--- config.mk ---
export PLATFORM = sky130hd
export DESIGN_NAME = gray_ptr_sync_flat
export DESIGN_NICKNAME = d
export VERILOG_FILES = /design/src/rtl/gray_ptr_sync_if.sv /design/src/rtl/gray_ptr_sync.sv /design/src/flat_wrapper.sv
export SDC_FILE = /design/constraint.sdc
export NUM_CORES = 1
export LEC_CHECK = 0
export CAP_MARGIN = 5
export CORE_ASPECT_RATIO = 0.8
export CORE_UTILIZATION = 52
export DETAILED_ROUTE_END_ITERATION = 10
export GPL_TIMING_DRIVEN = 0
export PLACE_DENSITY_LB_ADDON = 0.05
export SYNTH_ARGS = -nofsm -noshare
export SYNTH_HDL_FRONTEND = slang
export SYNTH_SLANG_ARGS = --single-unit
--- constraint.sdc ---
create_clock -name clk -period 5.95 [get_ports clk]
set_clock_uncertainty 0.15 [all_clocks]
set_input_delay 1.785 -clock clk [delete_from_list [all_inputs] [get_ports clk]]
set_output_delay 1.785 -clock clk [all_outputs]
set_load 0.005 [all_outputs]
--- src/rtl/gray_ptr_sync_if.sv ---
// Bundle of signals around one Gray pointer crossing: source pointer and
// err_clr in, synchronised pointer views and status out.
interface gray_ptr_sync_if #(
   parameter int ADDR_WIDTH = 6
);
   localparam int W = ADDR_WIDTH + 1;

   logic [W-1:0] gray_in;
   logic         err_clr;
   logic [W-1:0] gray_out;
   logic [W-1:0] bin_out;
   logic [W-1:0] delta;
   logic         advanced;
   logic         sync_valid;
   logic         err;

   // No handshake: every output is a registered level, sampled every clock.
   modport master (
      output gray_in, err_clr,
      input  gray_out, bin_out, delta, advanced, sync_valid, err
   );

   modport slave (
      input  gray_in, err_clr,
      output gray_out, bin_out, delta, advanced, sync_valid, err
   );
endinterface

--- src/rtl/gray_ptr_sync.sv ---
// Multi-stage synchroniser for a Gray-coded FIFO pointer, with registered
// binary conversion, per-cycle advance count, post-reset valid and sticky error.
module gray_ptr_sync #(
   parameter int ADDR_WIDTH = 6,
   parameter int STAGES     = 2,
   parameter int MAX_DELTA  = 1
) (
   input logic            clk,
   input logic            rst,
   gray_ptr_sync_if.slave bus
);
   localparam int           W        = ADDR_WIDTH + 1;
   localparam logic [W-1:0] MAX_D    = W'(MAX_DELTA);
   localparam logic [2:0]   FILL_MAX = 3'(STAGES + 1);
   localparam logic [2:0]   FILL_LST = 3'(STAGES);

   if (STAGES < 2 || STAGES > 4) begin : g_bad_stages
      $error("gray_ptr_sync: STAGES must be in 2..4");
   end

   (* ASYNC_REG = "TRUE", keep = "true" *) logic [W-1:0] stage [STAGES];

   logic [W-1:0] bin_q;
   logic [W-1:0] delta_q;
   logic         adv_q;
   logic         valid_q;
   logic         err_q;
   logic [2:0]   fill_q;
   logic [W-1:0] b;
   logic [W-1:0] d;

   // Bare flop chain: nothing may sit between stages.
   always_ff @(posedge clk or posedge rst) begin
      if (rst) begin
         for (int i = 0; i < STAGES; i++) stage[i] <= '0;
      end else begin
         stage[0] <= bus.gray_in;
         for (int i = 1; i < STAGES; i++) stage[i] <= stage[i-1];
      end
   end

   // Binary bit i is the XOR of Gray bits i..W-1.
   always_comb begin
      b = '0;
      for (int i = 0; i < W; i++) b[i] = ^(stage[STAGES-1] >> i);
      d = b - bin_q;
   end

   always_ff @(posedge clk or posedge rst) begin
      if (rst) begin
         bin_q   <= '0;
         delta_q <= '0;
         adv_q   <= 1'b0;
         valid_q <= 1'b0;
         err_q   <= 1'b0;
         fill_q  <= '0;
      end else begin
         bin_q <= b;
         if (fill_q != FILL_MAX) fill_q <= fill_q + 3'd1;
         if (fill_q == FILL_LST) valid_q <= 1'b1;
         // The first converted sample after reset has no meaningful predecessor.
         if (valid_q) begin
            delta_q <= d;
            adv_q   <= (d != '0);
         end else begin
            delta_q <= '0;
            adv_q   <= 1'b0;
         end
         if (valid_q && (d > MAX_D)) err_q <= 1'b1;
         else if (bus.err_clr)       err_q <= 1'b0;
      end
   end

   assign bus.gray_out   = stage[STAGES-1];
   assign bus.bin_out    = bin_q;
   assign bus.delta      = delta_q;
   assign bus.advanced   = adv_q;
   assign bus.sync_valid = valid_q;
   assign bus.err        = err_q;
endmodule

--- src/flat_wrapper.sv ---
// flat-port wrapper written by rule: the top's interface ports become plain ports
module gray_ptr_sync_flat 
#(
   parameter int ADDR_WIDTH = 6,
   parameter int STAGES     = 2,
   parameter int MAX_DELTA  = 1
)
  (clk, rst, bus_gray_in, bus_err_clr, bus_gray_out, bus_bin_out, bus_delta, bus_advanced, bus_sync_valid, bus_err);
  gray_ptr_sync_if #(.ADDR_WIDTH(ADDR_WIDTH)) bus_i ();
  input logic clk;
  input logic rst;
  input wire logic [$bits(bus_i.gray_in)-1:0] bus_gray_in;
  input wire logic [$bits(bus_i.err_clr)-1:0] bus_err_clr;
  output wire logic [$bits(bus_i.gray_out)-1:0] bus_gray_out;
  output wire logic [$bits(bus_i.bin_out)-1:0] bus_bin_out;
  output wire logic [$bits(bus_i.delta)-1:0] bus_delta;
  output wire logic [$bits(bus_i.advanced)-1:0] bus_advanced;
  output wire logic [$bits(bus_i.sync_valid)-1:0] bus_sync_valid;
  output wire logic [$bits(bus_i.err)-1:0] bus_err;
  assign bus_i.gray_in = bus_gray_in;
  assign bus_i.err_clr = bus_err_clr;
  assign bus_gray_out = bus_i.gray_out;
  assign bus_bin_out = bus_i.bin_out;
  assign bus_delta = bus_i.delta;
  assign bus_advanced = bus_i.advanced;
  assign bus_sync_valid = bus_i.sync_valid;
  assign bus_err = bus_i.err;
  gray_ptr_sync #(.ADDR_WIDTH(ADDR_WIDTH), .STAGES(STAGES), .MAX_DELTA(MAX_DELTA)) u_core (.clk(clk), .rst(rst), .bus(bus_i));
endmodule
### After elaboration in Yosys (flattened, before gate mapping)

Index checks and enable logic that the tools add are counted.

* word-level logic and storage cells: 27
* output and inout bits: 24
* register bits after elaboration: 34

* order comparisons: 1
* mux-type cells: 4
* add/sub/neg operators: 2
* equal/unequal tests: 2
* reduce and logical (&&, ||, !) cells: 10

Operator list (count)
* $reduce_xor A7 Y1: 7
* $gt A7 B1 Y1 const B: 1
* $mux W7: 1
* $reduce_bool A7 Y1: 1
* $sub A7 B7 Y7: 1
* $add A3 B1 Y3 const B: 1
* $eq A3 B2 Y1 const B: 1
* $mux W1: 3
* $ne A3 B2 Y1 const B: 1
* $reduce_bool A2 Y1: 1
* $logic_and A1 B1 Y1: 1

### Depth between registers and ports, before layout

* depth in word-level cells: 5
* mapped depth: 13
* mapped depth without buffers: 13

### Worst setup path after synthesis

Ideal clock, no wire load.

* kind: register to register
* from: reg u_core.stage, in the netlist u_core.bus.gray_out[5]
* to: reg u_core.err_q (netlist: u_core.bus.err)
* path slack: 2.436 ns
* setup time: 0.145 ns
* stages on the path, launching flop included: 14
* required time: 5.655 ns
* buffers on the path: 0
* period minus slack after synthesis: 3.514 ns
* arrival: 3.219 ns
* cells stage by stage: dfrtp_1 xor3_2 xor2_2 xnor2_2 xor2_2 xor2_1 ha_1 inv_1 fa_1 a211oi_1 nor2_1 xor2_1 o41ai_1 nand3_1

* cells in the longest elaborated chain, start to end: 5
* elaborated cells between the ends (all ways): 11

RTL lines
* start: declaration: RTL line gray_ptr_sync.sv:21 `(* ASYNC_REG = "TRUE", keep = "true" *) logic [W-1:0] stage [STAGES];`
* $reduce_xor A7 Y1 (*): RTL line gray_ptr_sync.sv:45 `for (int i = 0; i < W; i++) b[i] = ^(stage[STAGES-1] >> i);`
* net u_core.b[4]: RTL line gray_ptr_sync.sv:29 `logic [W-1:0] b;`
* $sub A7 B7 Y7 (*): RTL line gray_ptr_sync.sv:46 `d = b - bin_q;`
* $gt A7 B1 Y1 (*): RTL line gray_ptr_sync.sv:69 `if (valid_q && (d > MAX_D)) err_q <= 1'b1;`
* $logic_and A1 B1 Y1 (*): RTL line gray_ptr_sync.sv:69
* $mux W1 / $reduce_bool A2 Y1 (equally long branches)
* end signal: assignment: RTL line gray_ptr_sync.sv:55 `err_q <= 1'b0;`
* end signal: assignment: RTL line gray_ptr_sync.sv:69
* end signal: assignment: RTL line gray_ptr_sync.sv:70 `else if (bus.err_clr) err_q <= 1'b0;`
* end: declaration: RTL line gray_ptr_sync.sv:27 `logic err_q;`

Mark *: on every way through the listed nets, which the timed path passes. The rest lies on a longest branch.
A chain may end at the register's enable or synchronous reset.

### Worst setup path in the final report

* from: reg u_core.stage, in the netlist u_core.bus.gray_out[5]
* to: reg u_core.adv_q (netlist: u_core.bus.advanced)

* cells in the longest elaborated chain, start to end: 4
* elaborated cells between the ends (all ways): 9

RTL lines
* $reduce_xor A7 Y1: RTL line gray_ptr_sync.sv:45
* net u_core.b[4]: RTL line gray_ptr_sync.sv:29
* $sub A7 B7 Y7: RTL line gray_ptr_sync.sv:46
* $reduce_bool A7 Y1: RTL line gray_ptr_sync.sv:64 `adv_q <= (d != '0);`
* $mux W1: RTL line gray_ptr_sync.sv:62 `if (valid_q) begin`
* end signal: assignment: RTL line gray_ptr_sync.sv:64
* end: declaration: RTL line gray_ptr_sync.sv:25 `logic adv_q;`

The timed path passes the listed nets, and every way through them passes these cells.

==> impl_metrics.yaml <==
logic_synthesis:
  async_flop_share_pct: 100
  yosysWarningCount: 0
  ys_ff_latch: 34
  netlist_instances: 117
  syn_nets: 137
  avgSynthCellArea_um2: 12.7
  ys_types: 35
  yosysSeqAreaShare_pct: 57.3
  synth-edff-count: 0
  syn_area_um2: 1490
  synth_flop_cell: "dfrtp_1"
clock_tree:
  cts_repair_resize_count: 0
  cts_buffers: 5
  cts_tree: "yes"
  ctsHtreeMaxLevel: 2
  clockBufferDepth: 2
  postCtsSetupBuffers: 0
  path_clk_slew_ns: 0.09
  cts_sinks: 34
  cts_hold_buffers: 0
  cts-root-buf: "clkbuf_4"
  clk_latency_ns: 0.33
critical_path:
  critical_path_arrival_ns: 3.88
  reg2reg_depth: 13
  end_kind: "flip-flop"
  worst-path-buf-inv: 1
  crit_fanout: 3
  crit_type: "flip-flop to flip-flop"
  cp_top_family: "XOR/XNOR gates"
  ff2ff_setup_slack_ns: 2.12
  crit_slowest_cell: "xor3_2"
  r2r-end: "u_core.bus.advanced$_DFF_PP0_"
  rr_startpoint: "u_core.bus.gray_out[5]$_DFF_PP0_"
  max_stage_delay_ns: 0.50
  cp-start-kind: "flip-flop"
  required_ns: 6.00
  crit_chain: "xor3_2 > xor2_2 > xnor2_2 > xor2_2 > xor2_1 > ha_1 > inv_1 > fa_1 > a211oi_1 > nor2_1 > xor2_1 > o41ai_1 > nand3b_1"
finish:
  final_common_cell: "dfrtp_1"
  areaGrowthSynthToFinish_pct: 31.2
  seqCellArea_um2: 851
  layout_common_cells: "dfrtp_1, clkdlybuf4s50_1, inv_1, ha_1, buf_4"
  insertedDiodeCount: 0
  nFillCells: 169
  layoutNonFillerInstCount: 195
  final_util_pct: 75.4
  nNetsFinal: 178
  drive_gt1_share_pct: 13.2
  multi_input_area_um2: 526
die:
  ios: 34
  rows: 16
  die_y_um: 49.8
  start_util_pct: 57.5
  core-area_um2: 2580
  die_width_um: 61.8
  dieArea_um2: 3080
sta:
  setup_tns_ns: 0
  fin_ws_ns: 2.12
  rsz0062_at_grt: "false"
  fin_crit_sh_pct: 64.4
  setup_viol: 0
  maxSlewViolCount: 0
  finalCriticalPeriod_ns: 3.83
  hold_viol_final: 0
  fmaxAchievable_ghz: 0.261
  worst_pin_slew_ns: 0.548
  max_slew_margin_pct: 63.3
power:
  seqPwrFrac_pct: 41.8
  p_leak_nw: 0.890
  clkPwrFrac_pct: 18.5
  power_frac_comb_pct: 39.7
  peakVddDrop_mv: 0.200
  power_density_nw_per_um2: 351
  p_int_mw: 0.481
  p_switching_mw: 0.203
  swShare_pct: 29.7
global_routing:
  grt_pass1_vias: 1010
  grt_max_degree: 35
  antenna_found_initial: 0
  grt_usage_pct: 19.5
  grt_pass1_wl_um: 4140
  grt_overflow_total: 0
hold_path:
  min_delay_worst_endpoint: "u_core.bus.gray_out[4]$_DFF_PP0_"
  hold_class: "flip-flop to flip-flop"
  worstHoldStart: "u_core.stage[11]$_DFF_PP0_"
  min_path_cells: 0
detailed_routing:
  ant_nets: 0
  finalWirelength_um: 2360
  dr_total_vias: 967
  drc: 0
  dr.pass1.iters: 4
  drt_iter0_drc: 13
  routedWlPerCell_um: 12.1
  vias_per_cell: 4.96
placed_design:
  place_congestion: 0.856
  numPortBuffers: 33
  place_hpwl_um: 1770
  pre_cts_slack_ns: 2.12
  dp.cells: 186
run:
  cap_violations: 0
run_status:
  outcome: "finished clean"
-- cell families after synthesis --
family	count (synthesis)	synth area share (%)
compound gates	14	6.91
xor+xnor	12	9.69
fa+ha+maj	10	8.93
buf+inv	22	7.33
flops	34	57.3
simple gates	25	9.86
-- stage by stage --
stage | area [um2] | power, mW | hold slack [ns]
finish | 1950 | 0.684 | 0.203
detailed placement | 1860 | 0.558 | 0.186
global route | 1950 | 0.735 | 0.213
global placement | 1860 | 0.549 | 0.181
CTS | 1920 | 0.689 | 0.208
floorplan | 1490 | 0.448 | 0.181
-- cell usage after synthesis, drive strengths merged (2+ instances only) --
cell type	number	area [um2]
and2	4	25.0
nor2	4	15.0
buf	7	52.6
nand2	4	15.0
nor2b	2	12.5
or2	2	12.5
inv	14	52.6
xnor2	5	51.3
xor2	6	67.6
ha	9	113
o21a	2	15.0
nand3	2	10.0
o21ai	3	15.0
dfrtp	34	851
-- flip-flops by register name, indices dropped and copies added, names as in the netlist --
signal and flops:
u_core.bus.err 1, u_core.bus.bin_out 7, u_core.bus.advanced 1, u_core.stage 7, u_core.fill_q 3, u_core.bus.delta 7
u_core.bus.sync_valid 1, u_core.bus.gray_out 7
-- worst max-delay path by stage --
stage,from,end,slack (ns),cells after the start
finish,u_core.bus.gray_out[5]$_DFF_PP0_,u_core.bus.advanced$_DFF_PP0_,2.12,13
global route,u_core.bus.gray_out[5]$_DFF_PP0_,u_core.bus.advanced$_DFF_PP0_,1.72,13
CTS,u_core.bus.gray_out[5]$_DFF_PP0_,u_core.bus.advanced$_DFF_PP0_,2.07,13
detailed placement,u_core.bus.gray_out[5]$_DFF_PP0_,u_core.bus.advanced$_DFF_PP0_,2.12,13
global placement,u_core.bus.gray_out[5]$_DFF_PP0_,u_core.bus.err$_DFFE_PP0P_,2.16,13
floorplan,u_core.bus.gray_out[5]$_DFF_PP0_,u_core.bus.err$_DFFE_PP0P_,2.44,13
-- power by group through the flow --
stage | logic, mW | clock network [mW] | registers, mW
after global routing | 0.304 | 0.140 | 0.291
after floorplan | 0.153 | 0 | 0.295
final | 0.272 | 0.126 | 0.286
after global placement | 0.260 | 0 | 0.289
after detailed placement | 0.267 | 0 | 0.291
after CTS | 0.271 | 0.132 | 0.286
-- worst register-to-register path, stage by stage (launching register included) --
cell and delay (ns):
dfrtp_1 0.39, xor3_2 0.50, xor2_2 0.24, xnor2_2 0.17, xor2_2 0.23, xor2_1 0.17
ha_1 0.19, inv_1 0.06, fa_1 0.40, a211oi_1 0.35, nor2_1 0.10, xor2_1 0.17
o41ai_1 0.47, nand3b_1 0.12
-- routing by layer --
| layer | routed length (um) | vias to the layer above | share of wire, % | GRT usage [%] |
|---|---|---|---|---|
| met5 | 0 | - | 0 | 0 |
| met4 | 36 | 0 | 1.5 | 8.89 |
| met3 | 123 | 5 | 5.2 | 6.56 |
| met2 | 1270 | 32 | 54 | 34.1 |
| met1 | 936 | 465 | 40 | 20.5 |
| li1 | - | 465 | - | - |
-- final cells by class --
| type | instances | area share [%] |
|---|---|---|
| Inverter | 14 | 2.70 |
| Clock buffer | 7 | 2.83 |
| Multi-Input combinational cell | 61 | 27.0 |
| Sequential cell | 34 | 43.7 |
| Tap cell | 36 | 2.31 |
| Clock inverter | 1 | 0.257 |
| Buffer | 8 | 2.89 |
| Timing Repair Buffer | 34 | 18.4 |
(Power assumes the default switching activity.)
